### config.mk
export PLATFORM = sky130hd
export DESIGN_NAME = blram_ctrl
export DESIGN_NICKNAME = d
export VERILOG_FILES = /design/src/rtl/blram_ctrl.sv
export SDC_FILE = /design/constraint.sdc
export NUM_CORES = 1
export LEC_CHECK = 0
export CORE_ASPECT_RATIO = 1.1
export CORE_UTILIZATION = 35
export DETAILED_ROUTE_END_ITERATION = 10
export PLACE_DENSITY_LB_ADDON = 0.05
export SYNTH_ARGS = -nofsm -noshare
export SYNTH_HDL_FRONTEND = slang
export SYNTH_SLANG_ARGS = --single-unit
### constraint.sdc
create_clock -name clk -period 3.25 [get_ports clk]
set_input_delay 0.975 -clock clk [delete_from_list [all_inputs] [get_ports clk]]
set_output_delay 0.975 -clock clk [all_outputs]
set_load 0.005 [all_outputs]
### src/rtl/blram_ctrl.sv
// blram_ctrl: request/response front-end for a 32-bit block RAM with a
// 1-cycle registered read port and synchronous write port. One transaction
// is outstanding at a time. Byte-enabled partial writes are merged by a
// read-modify-write sequence when BLRAM_CTRL_RMW_EN is defined; otherwise
// any nonzero byte enable writes the full word. be = 0 is always a no-op.
module blram_ctrl #(
  parameter int ADDR_LEN = 14
) (
  input  logic                clk,
  input  logic                rst,
  input  logic                i_req_valid,
  output logic                o_req_ready,
  input  logic                i_req_we,
  input  logic [3:0]          i_req_be,
  input  logic [ADDR_LEN-1:0] i_req_addr,
  input  logic [31:0]         i_req_wdata,
  output logic                o_rsp_valid,
  input  logic                i_rsp_ready,
  output logic [31:0]         o_rsp_rdata,
  output logic                o_ram_we,
  output logic [ADDR_LEN-1:0] o_ram_addr,
  output logic [31:0]         o_ram_data_in,
  input  logic [31:0]         i_ram_data_out
);

  typedef enum logic [2:0] {
    IDLE      = 3'd0,
    RD_WAIT   = 3'd1,
    RD_CAPT   = 3'd2,
    WR_COMMIT = 3'd3,
    RESP      = 3'd4
  } state_t;

  state_t r_state;
  logic   w_accept;
  logic   w_full;

  assign o_req_ready = (r_state == IDLE);
  assign w_accept    = i_req_valid & o_req_ready;

`ifdef BLRAM_CTRL_RMW_EN
  // Only an all-ones enable skips the read phase.
  assign w_full = (i_req_be == 4'hF);

  logic        r_we;
  logic [3:0]  r_be;
  logic [31:0] r_wdata;

  // Byte-wise merge of new write data over the word currently in RAM.
  function automatic logic [31:0] merge_bytes(input logic [31:0] wdata,
                                              input logic [31:0] old,
                                              input logic [3:0]  be);
    logic [31:0] res;
    res = old;
    for (int i = 0; i < 4; i++) begin
      if (be[i]) res[8*i +: 8] = wdata[8*i +: 8];
    end
    return res;
  endfunction

  // Hold the request fields needed later by the merge step; sampled only on accept.
  always_ff @(posedge clk) begin
    if (w_accept) begin
      r_we    <= i_req_we;
      r_be    <= i_req_be;
      r_wdata <= i_req_wdata;
    end
  end
`else
  // Without merge support any nonzero enable writes the whole word.
  assign w_full = (i_req_be != 4'h0);
`endif

  // Transaction FSM with registered RAM-side and response-side outputs.
  always_ff @(posedge clk or posedge rst) begin
    if (rst) begin
      r_state       <= IDLE;
      o_rsp_valid   <= 1'b0;
      o_rsp_rdata   <= '0;
      o_ram_we      <= 1'b0;
      o_ram_addr    <= '0;
      o_ram_data_in <= '0;
    end else begin
      case (r_state)
        IDLE: begin
          if (w_accept) begin
            o_ram_addr <= i_req_addr;
            if (!i_req_we) begin
              r_state <= RD_WAIT;
            end else if (i_req_be == 4'h0) begin
              // No-op write: nothing touches the RAM, response data is zero.
              o_rsp_rdata <= '0;
              r_state     <= RESP;
            end else if (w_full) begin
              o_ram_we      <= 1'b1;
              o_ram_data_in <= i_req_wdata;
              o_rsp_rdata   <= i_req_wdata;
              r_state       <= WR_COMMIT;
            end else begin
              // Partial write: fetch the old word first.
              r_state <= RD_WAIT;
            end
          end
        end
        RD_WAIT: begin
          // RAM samples o_ram_addr on this edge; data is visible next cycle.
          r_state <= RD_CAPT;
        end
        RD_CAPT: begin
`ifdef BLRAM_CTRL_RMW_EN
          if (r_we) begin
            o_ram_we      <= 1'b1;
            o_ram_data_in <= merge_bytes(r_wdata, i_ram_data_out, r_be);
            o_rsp_rdata   <= merge_bytes(r_wdata, i_ram_data_out, r_be);
            r_state       <= WR_COMMIT;
          end else begin
            o_rsp_rdata <= i_ram_data_out;
            o_rsp_valid <= 1'b1;
            r_state     <= RESP;
          end
`else
          o_rsp_rdata <= i_ram_data_out;
          o_rsp_valid <= 1'b1;
          r_state     <= RESP;
`endif
        end
        WR_COMMIT: begin
          // The RAM performs the write on this edge; read data here is never used.
          o_ram_we    <= 1'b0;
          o_rsp_valid <= 1'b1;
          r_state     <= RESP;
        end
        RESP: begin
          // A no-op arrives with valid low and raises it one edge later,
          // giving it the same one-edge latency as a full write.
          if (!o_rsp_valid) begin
            o_rsp_valid <= 1'b1;
          end else if (i_rsp_ready) begin
            o_rsp_valid <= 1'b0;
            r_state     <= IDLE;
          end
        end
        default: begin
          o_ram_we    <= 1'b0;
          o_rsp_valid <= 1'b0;
          r_state     <= IDLE;
        end
      endcase
    end
  end

endmodule
Word-level counts from Yosys, hierarchy flattened
Index checks and enable logic that the tools add are counted.
Word-level totals
  logic and storage cells: 52
  input port bits: 87
  register bits: 83
  output and inout bits: 81
Cells by class
  equality and inequality tests: 11
  bitwise operators: 3
  reduce and logical (&&, ||, !) cells: 12
  muxes and demuxes: 20
Operator list (number)
  $mux 32: 4
  $pmux 32 s2: 1
  $mux 3: 5
  $pmux 3 s4: 1
  $reduce_and 5->1: 2
  $eq 3x2->1 const B: 2
  $mux 1: 6
  $ne 2x1->1 const B: 3
  $ne 2x2->1 const B: 3
  $logic_not 4->1: 1
  $reduce_and 4->1: 1
  $reduce_bool 4->1: 1
  $reduce_or 2->1: 2
  $eq 3x1->1 const B: 1
  $eq 3x3->1 const B: 1
  $logic_not 3->1: 1
  $ne 3x1->1 const B: 1
  $pmux 1 s3: 1
  $reduce_and 3->1: 1
  $reduce_or 3->1: 1
  $mux 2: 1
  $not 1->1: 2
  $pmux 1 s2: 1
  $reduce_and 2->1: 1
  other kinds (2): 2

Depth between registers and ports, before layout
  word-level depth: 6
  depth in mapped cells: 6
  depth with buffers taken out: 3

Least setup slack after synthesis
OpenSTA, ideal clock, no wires.
  path type: input to register
  from: in i_req_be[1]
  to: reg o_ram_data_in[10]
  path slack: 0.757 ns
  arrival time: 2.368 ns
  library setup time: 0.125 ns
  required time: 3.125 ns
  path buffers: 3
  stages on the path: 6
  cells stage by stage: or4_4 > buf_6 > and3b_1 > buf_6 > buf_12 > mux2_4
On the way
  cells in the longest elaborated chain, start to end: 3
  elaborated cells on any way between the ends: 4
  those cells by class: bitwise (1); reduce/logical (3)
RTL lines
  from (decl): line 14  | input logic [3:0] i_req_be,
  $logic_not 4->1: line 90  | end else if (i_req_be == 4'h0) begin
  $not 1->1 (no line)
  $reduce_and 5->1 (no line) *
  to (signal assigned): line 96  | o_ram_data_in <= i_req_wdata;
  to (decl): line 22  | output logic [31:0] o_ram_data_in,
Mark *: on every way between the ends. The rest lies on a longest branch, timed or not.
A chain may end at the register's enable or synchronous reset.

Worst setup path after layout
  from: in i_req_we
  to: reg o_rsp_rdata[24]
On the way
  cells in the longest elaborated chain, start to end: 2
RTL lines
  from (decl): line 13  | input logic i_req_we,
  $ne 2x1->1 (no line)
  $reduce_and 4->1 (no line)
  to (signal assigned): line 97  | o_rsp_rdata <= i_req_wdata;
  to (signal assigned): line 122  | o_rsp_rdata <= i_ram_data_out;
  to (decl): line 19  | output logic [31:0] o_rsp_rdata,
No other way between the ends.

==> impl_results.md <==
- Total wire length: 10,700 um
- Startpoint types: primary input
- Setup crit end kind: flop
- Path category of the worst min-delay check: reg -> reg
- DRC violation count after routing: 0
- Initial DRC Count: between 100 and 150
- GP Congestion: roughly 0.75
- Hold Crit Depth: 1
- P_leak: approximately 2.4 nW
- Share of layout cells above drive strength 1: between 10% and 20%
- Hold endpoint: o_ram_addr[8]
- R2R Path Start: r_state[2]
- Worst clock skew: just over 0.01 ns
- Flop-to-flop setup slack: between 1 and 1.5 ns
- Die Y: 111 um
- Antenna diodes: 0
- All-layer global routing usage: about a fifth
- Die outline width: between 100 and 150 um
- Total power: between 5 and 6 mW
- DR WL/cell: 18.3 um
- Fin area: 5820 um2
- Vias: just over 3,000
- Sink Count: 83
- Data required, critical path: ~3.5 ns
- Largest stage delay, worst path: approximately 0.62 ns
- Number of setup buffers added after CTS: 0
- Clk_lat worst skew: 0.33 ns
- Final Hold Violating Endpoints: 0
- Peak VDD IR: roughly 0.44 mV
- Ys async rst share: 100%
- Worst hold start: o_ram_addr[8]
- Period utilisation layout: approximately four fifths
- Commonest non-fill, non-tap cell in the layout: clkdlybuf4s50_1
- Crit path kind: in -> reg
- Core Area: between 10,000 and 15,000 um2
- # H-tree levels: 3
- Final core occ: between 50% and 60%
- # rows: 39
- Most frequent cells in the layout: clkdlybuf4s50_1, dfrtp_1, a2111oi_0, nand3_1, a2bb2oi_1
- Final setup viols: 0
- CTS tree: built
- Predominant post-synthesis flop cell: dfrtp_1
- Pin count of the biggest net entering global routing: 84
- Max FO, Critical Path: 21
- Sequential area share after synthesis: 55.2%
- Initial Util: 36.0%
- Post-Syn Area: approximately 3800 um2
- CP max stage cell: nor3_2
- Cells after Synth: approximately 280
- Reg-to-Reg End: o_rsp_rdata[8]
- Vias/cell: roughly 5.3
- Fmax achieved: approximately 380 MHz
- Final Critical Period: about 2.6 ns
- Final #Nets: approximately 520
- # hold bufs at CTS: 0
- Synth Warn #: 0
- Clock buffer depth: 2
- Initial antenna violation count: 0
- Seq cells post-synth: slightly above 80
- Reg clk slew, reported paths: 0.06 ns
- Detail Route Antenna Nets: 0
- Global-route wire length before repair: between 15,000 and 20,000 um
- Root Driver: clkbuf_16
- Post-synth EDFFs: 0
- Io pins: roughly 170
- Least-Margin Pin Slew: approximately 1.2 ns
- Worst rel slew slack: about a fifth
- Placed instance area: approximately 5500 um2
- Worst-case reg-to-reg path depth: 4
- Setup TNS: 0 ns
- Grt ovf: 0
- Unrepaired setup endpoints after global routing: no
- Syn avg cell area: ~13 um2
- DR pass1 iterations: 4
- Number of buffers added on ports: about 170
- Area Growth Syn to Fin: 54.8%
- Synth unique cells: 27
- Cts repair resizes: 0
- Max_cap viols: 0
- Outcome: finished clean
- Crit-path cells: clkdlybuf4s50_1, a21oi_4, nor3_2, buf_4, a2bb2oi_1
- Detailed placement HPWL: about 6700 um
- Final Max Slew Viols: 0
- Die Area: approximately 11,000 um2
- PwrDens: 942 nW/um2
- Mapped Nets: between 300 and 400
- CP arrival: approximately 2.9 ns
- CTS Buf Count: 9
- Vias in the first global route: roughly 3,200
[worst max-delay path: cells and delay by family]
kind | cells | cell delay (ns)
AO/OA/AOI/OAI | 2 | 0.28
AND/OR/NAND/NOR | 1 | 0.62
buffers and inverters | 2 | 0.99
[registers in the layout, indices dropped and copies added, names as in the netlist]
signal         flops
o_rsp_rdata       32
o_rsp_valid        1
r_state            3
o_ram_addr        14
o_ram_data_in     32
o_ram_we           1
[kinds of logic (layout without fill, tap and decap cells)]
| group | Yosys count | count (layout) | share of synthesized area [%] |
|---|---|---|---|
| compound gates | 72 | 72 | 16.4 |
| mux | 46 | 46 | 16.7 |
| flops | 83 | 83 | 55.2 |
| buf+inv | 36 | 195 | 5.32 |
| simple gates | 45 | 45 | 6.42 |
[area by class of cell]
cell class	count	area (um2)
Multi-Input combinational cell	163	1500
Timing Repair Buffer	176	1760
Clock inverter	5	55.1
Inverter	4	16.3
Sequential cell	83	2080
Clock buffer	10	229
Tap cell	143	179
Fill cell	925	4620
[worst max path at each step]
| stage | from | to | slack (ns) | depth (start not counted) |
|---|---|---|---|---|
| after floorplan | rst | o_ram_addr[0] | 0.14 | 1 |
| after global placement | i_req_valid | o_rsp_rdata[19] | 0.33 | 5 |
| after detailed placement | i_req_valid | o_rsp_rdata[1] | 0.27 | 5 |
| after CTS | r_state[0] | o_req_ready | 0.58 | 2 |
| after global routing | i_req_valid | o_rsp_rdata[4] | 0.45 | 5 |
| final | i_req_we | o_rsp_rdata[24] | 0.61 | 5 |
[power by group]
part	internal, mW	total, mW	switching, mW
Clock	0.589	0.997	0.408
Sequential	1.56	1.85	0.294
Combinational	1.68	2.64	0.957
Total	3.83	5.49	1.66
[routing by layer]
layer	wire [um]	global-route usage (%)
met1	4810	27.4
met2	4930	29.8
met5	0	0
met4	126	6.67
met3	842	6.18
[metrics by stage]
stage | hold slack [ns] | setup slack, ns | std cells
floorplan | 0.483 | 0.138 | 282
global placement | 0.466 | 0.332 | 569
detailed placement | 0.474 | 0.267 | 569
CTS | 0.488 | 0.580 | 584
global route | 0.502 | 0.450 | 584
finish | 0.484 | 0.613 | 584
[Yosys cell counts, types with 3 or more instances]
cell type  number  area [um2]
mux2_2          5        56.3
nor3_1          4        20.0
mux2_4         29         435
a2bb2oi_1      32         280
nand3_1        32         160
buf_12          3        60.1
inv_1           4        15.0
mux2_1         12         135
dfrtp_1        83        2080
a2111oi_0      32         280
clkbuf_1       26        97.6
Note: power is estimated with default switching activity, not from simulation.
==> RTL edit: new RTL, same settings <==
Encoding of `state_t`: now one-hot (5 bits for 5 states).
--- a/src/rtl/blram_ctrl.sv
+++ b/src/rtl/blram_ctrl.sv
@@ -24,10 +24,10 @@
 );
 
-  typedef enum logic [2:0] {
-    IDLE      = 3'd0,
-    RD_WAIT   = 3'd1,
-    RD_CAPT   = 3'd2,
-    WR_COMMIT = 3'd3,
-    RESP      = 3'd4
+  typedef enum logic [4:0] {
+    IDLE      = 5'b00001,
+    RD_WAIT   = 5'b00010,
+    RD_CAPT   = 5'b00100,
+    WR_COMMIT = 5'b01000,
+    RESP      = 5'b10000
   } state_t;
 
Check against the original RTL: no difference found for any inputs over 4 cycles, from zero or initial values and one cycle with rst high; so few cycles prove little.
==> RTL edit against the unedited design <==
Worst setup slack got worse by 0.32 ns. Area after synthesis down 7.2%. Non-clock buffer count down 2. Sequential share of layout area increased by 2.9 points. Largest power group unchanged. Wire length down 13%. Sequential cell count is 2 higher. Via count increased by 0.65%. Power decreased by 14%. Critical path depth decreased by 1. Critical path type is now reg2out. Die area shrank 7.1%. Highest routed layer unchanged. Final area is 5.2% lower.
==> RTL edit: results <==
set metrics [dict create \
    core_area_um2 9540 \
    clock_buffers 11 \
    power.density_nw_per_um2 854 \
    status "finished clean" \
    ff2ff_path_depth 5 \
    grt_use_met1_pct 23.2 \
    hold-path-endpoint "o_ram_addr[12]$_DFFE_PP0P_" \
    layout.nonclk_buf_share_pct 31.7 \
    crit_family "simple AND/OR/NAND/NOR gates" \
    hp-start "o_ram_addr[12]$_DFFE_PP0P_" \
    design.seq.count 85 \
    clock_cell_area_share_pct 4.24 \
    grt_pass1_vias 3028 \
    synthDistinctLibCells 30 \
    clock_skew_ns 0.0130 \
    r2r_end "o_rsp_rdata[19]$_DFFE_PP0P_" \
    inverters 35 \
    nNonClkBuffers 174 \
    worstSetupStartpoint "r_state[2]$_DFFE_PP0P_" \
    viasPerCell 4.83 \
    period_minus_slack_ns 2.96 \
    dr_wl_met2_um 4520 \
    worstPathArrival_ns 1.98 \
    clock-root-buffer "clkbuf_8" \
    grt_pass1_wl_um 15200 \
    register_area_um2 2130 \
    fill_cells 833 \
    p_sw_mw 1.40 \
    gp_congestion 0.738 \
    multi_input_area_um2 1130 \
    grtUsageMet2_pct 30.9 \
    p_clk_mw 0.858 \
]
[RTL edit: changes by cell type after synthesis, moves of 12 or more]
| cell | before | now |
|---|---|---|
| a31oi_1 | 1 | 32 |
| nor2_1 | 1 | 37 |
| nand3_1 | 32 | 1 |
| o21ai_0 | 0 | 34 |
| nand2_1 | 1 | 64 |
| clkbuf_1 | 26 | 14 |
| a2bb2oi_1 | 32 | 0 |
| mux2_4 | 29 | 0 |
| inv_1 | 4 | 35 |
| mux2_1 | 12 | 0 |
| a2111oi_0 | 32 | 0 |
[RTL edit: through the flow]
step	hold WS, ns	std cells
after CTS	0.514	639
after floorplan	0.504	351
after global routing	0.534	639
after global placement	0.486	623
after detailed placement	0.492	623
final	0.508	639
[RTL edit: cell families after synthesis]
family	after synthesis	share of synthesized area, %
and+or+nand+nor	120	14.8
xor gates and xnor gates	2	0.502
muxes	14	4.51
AOI/OAI and AO/OA	76	12.6
buffers and inverters	54	6.70
DFF	85	60.9
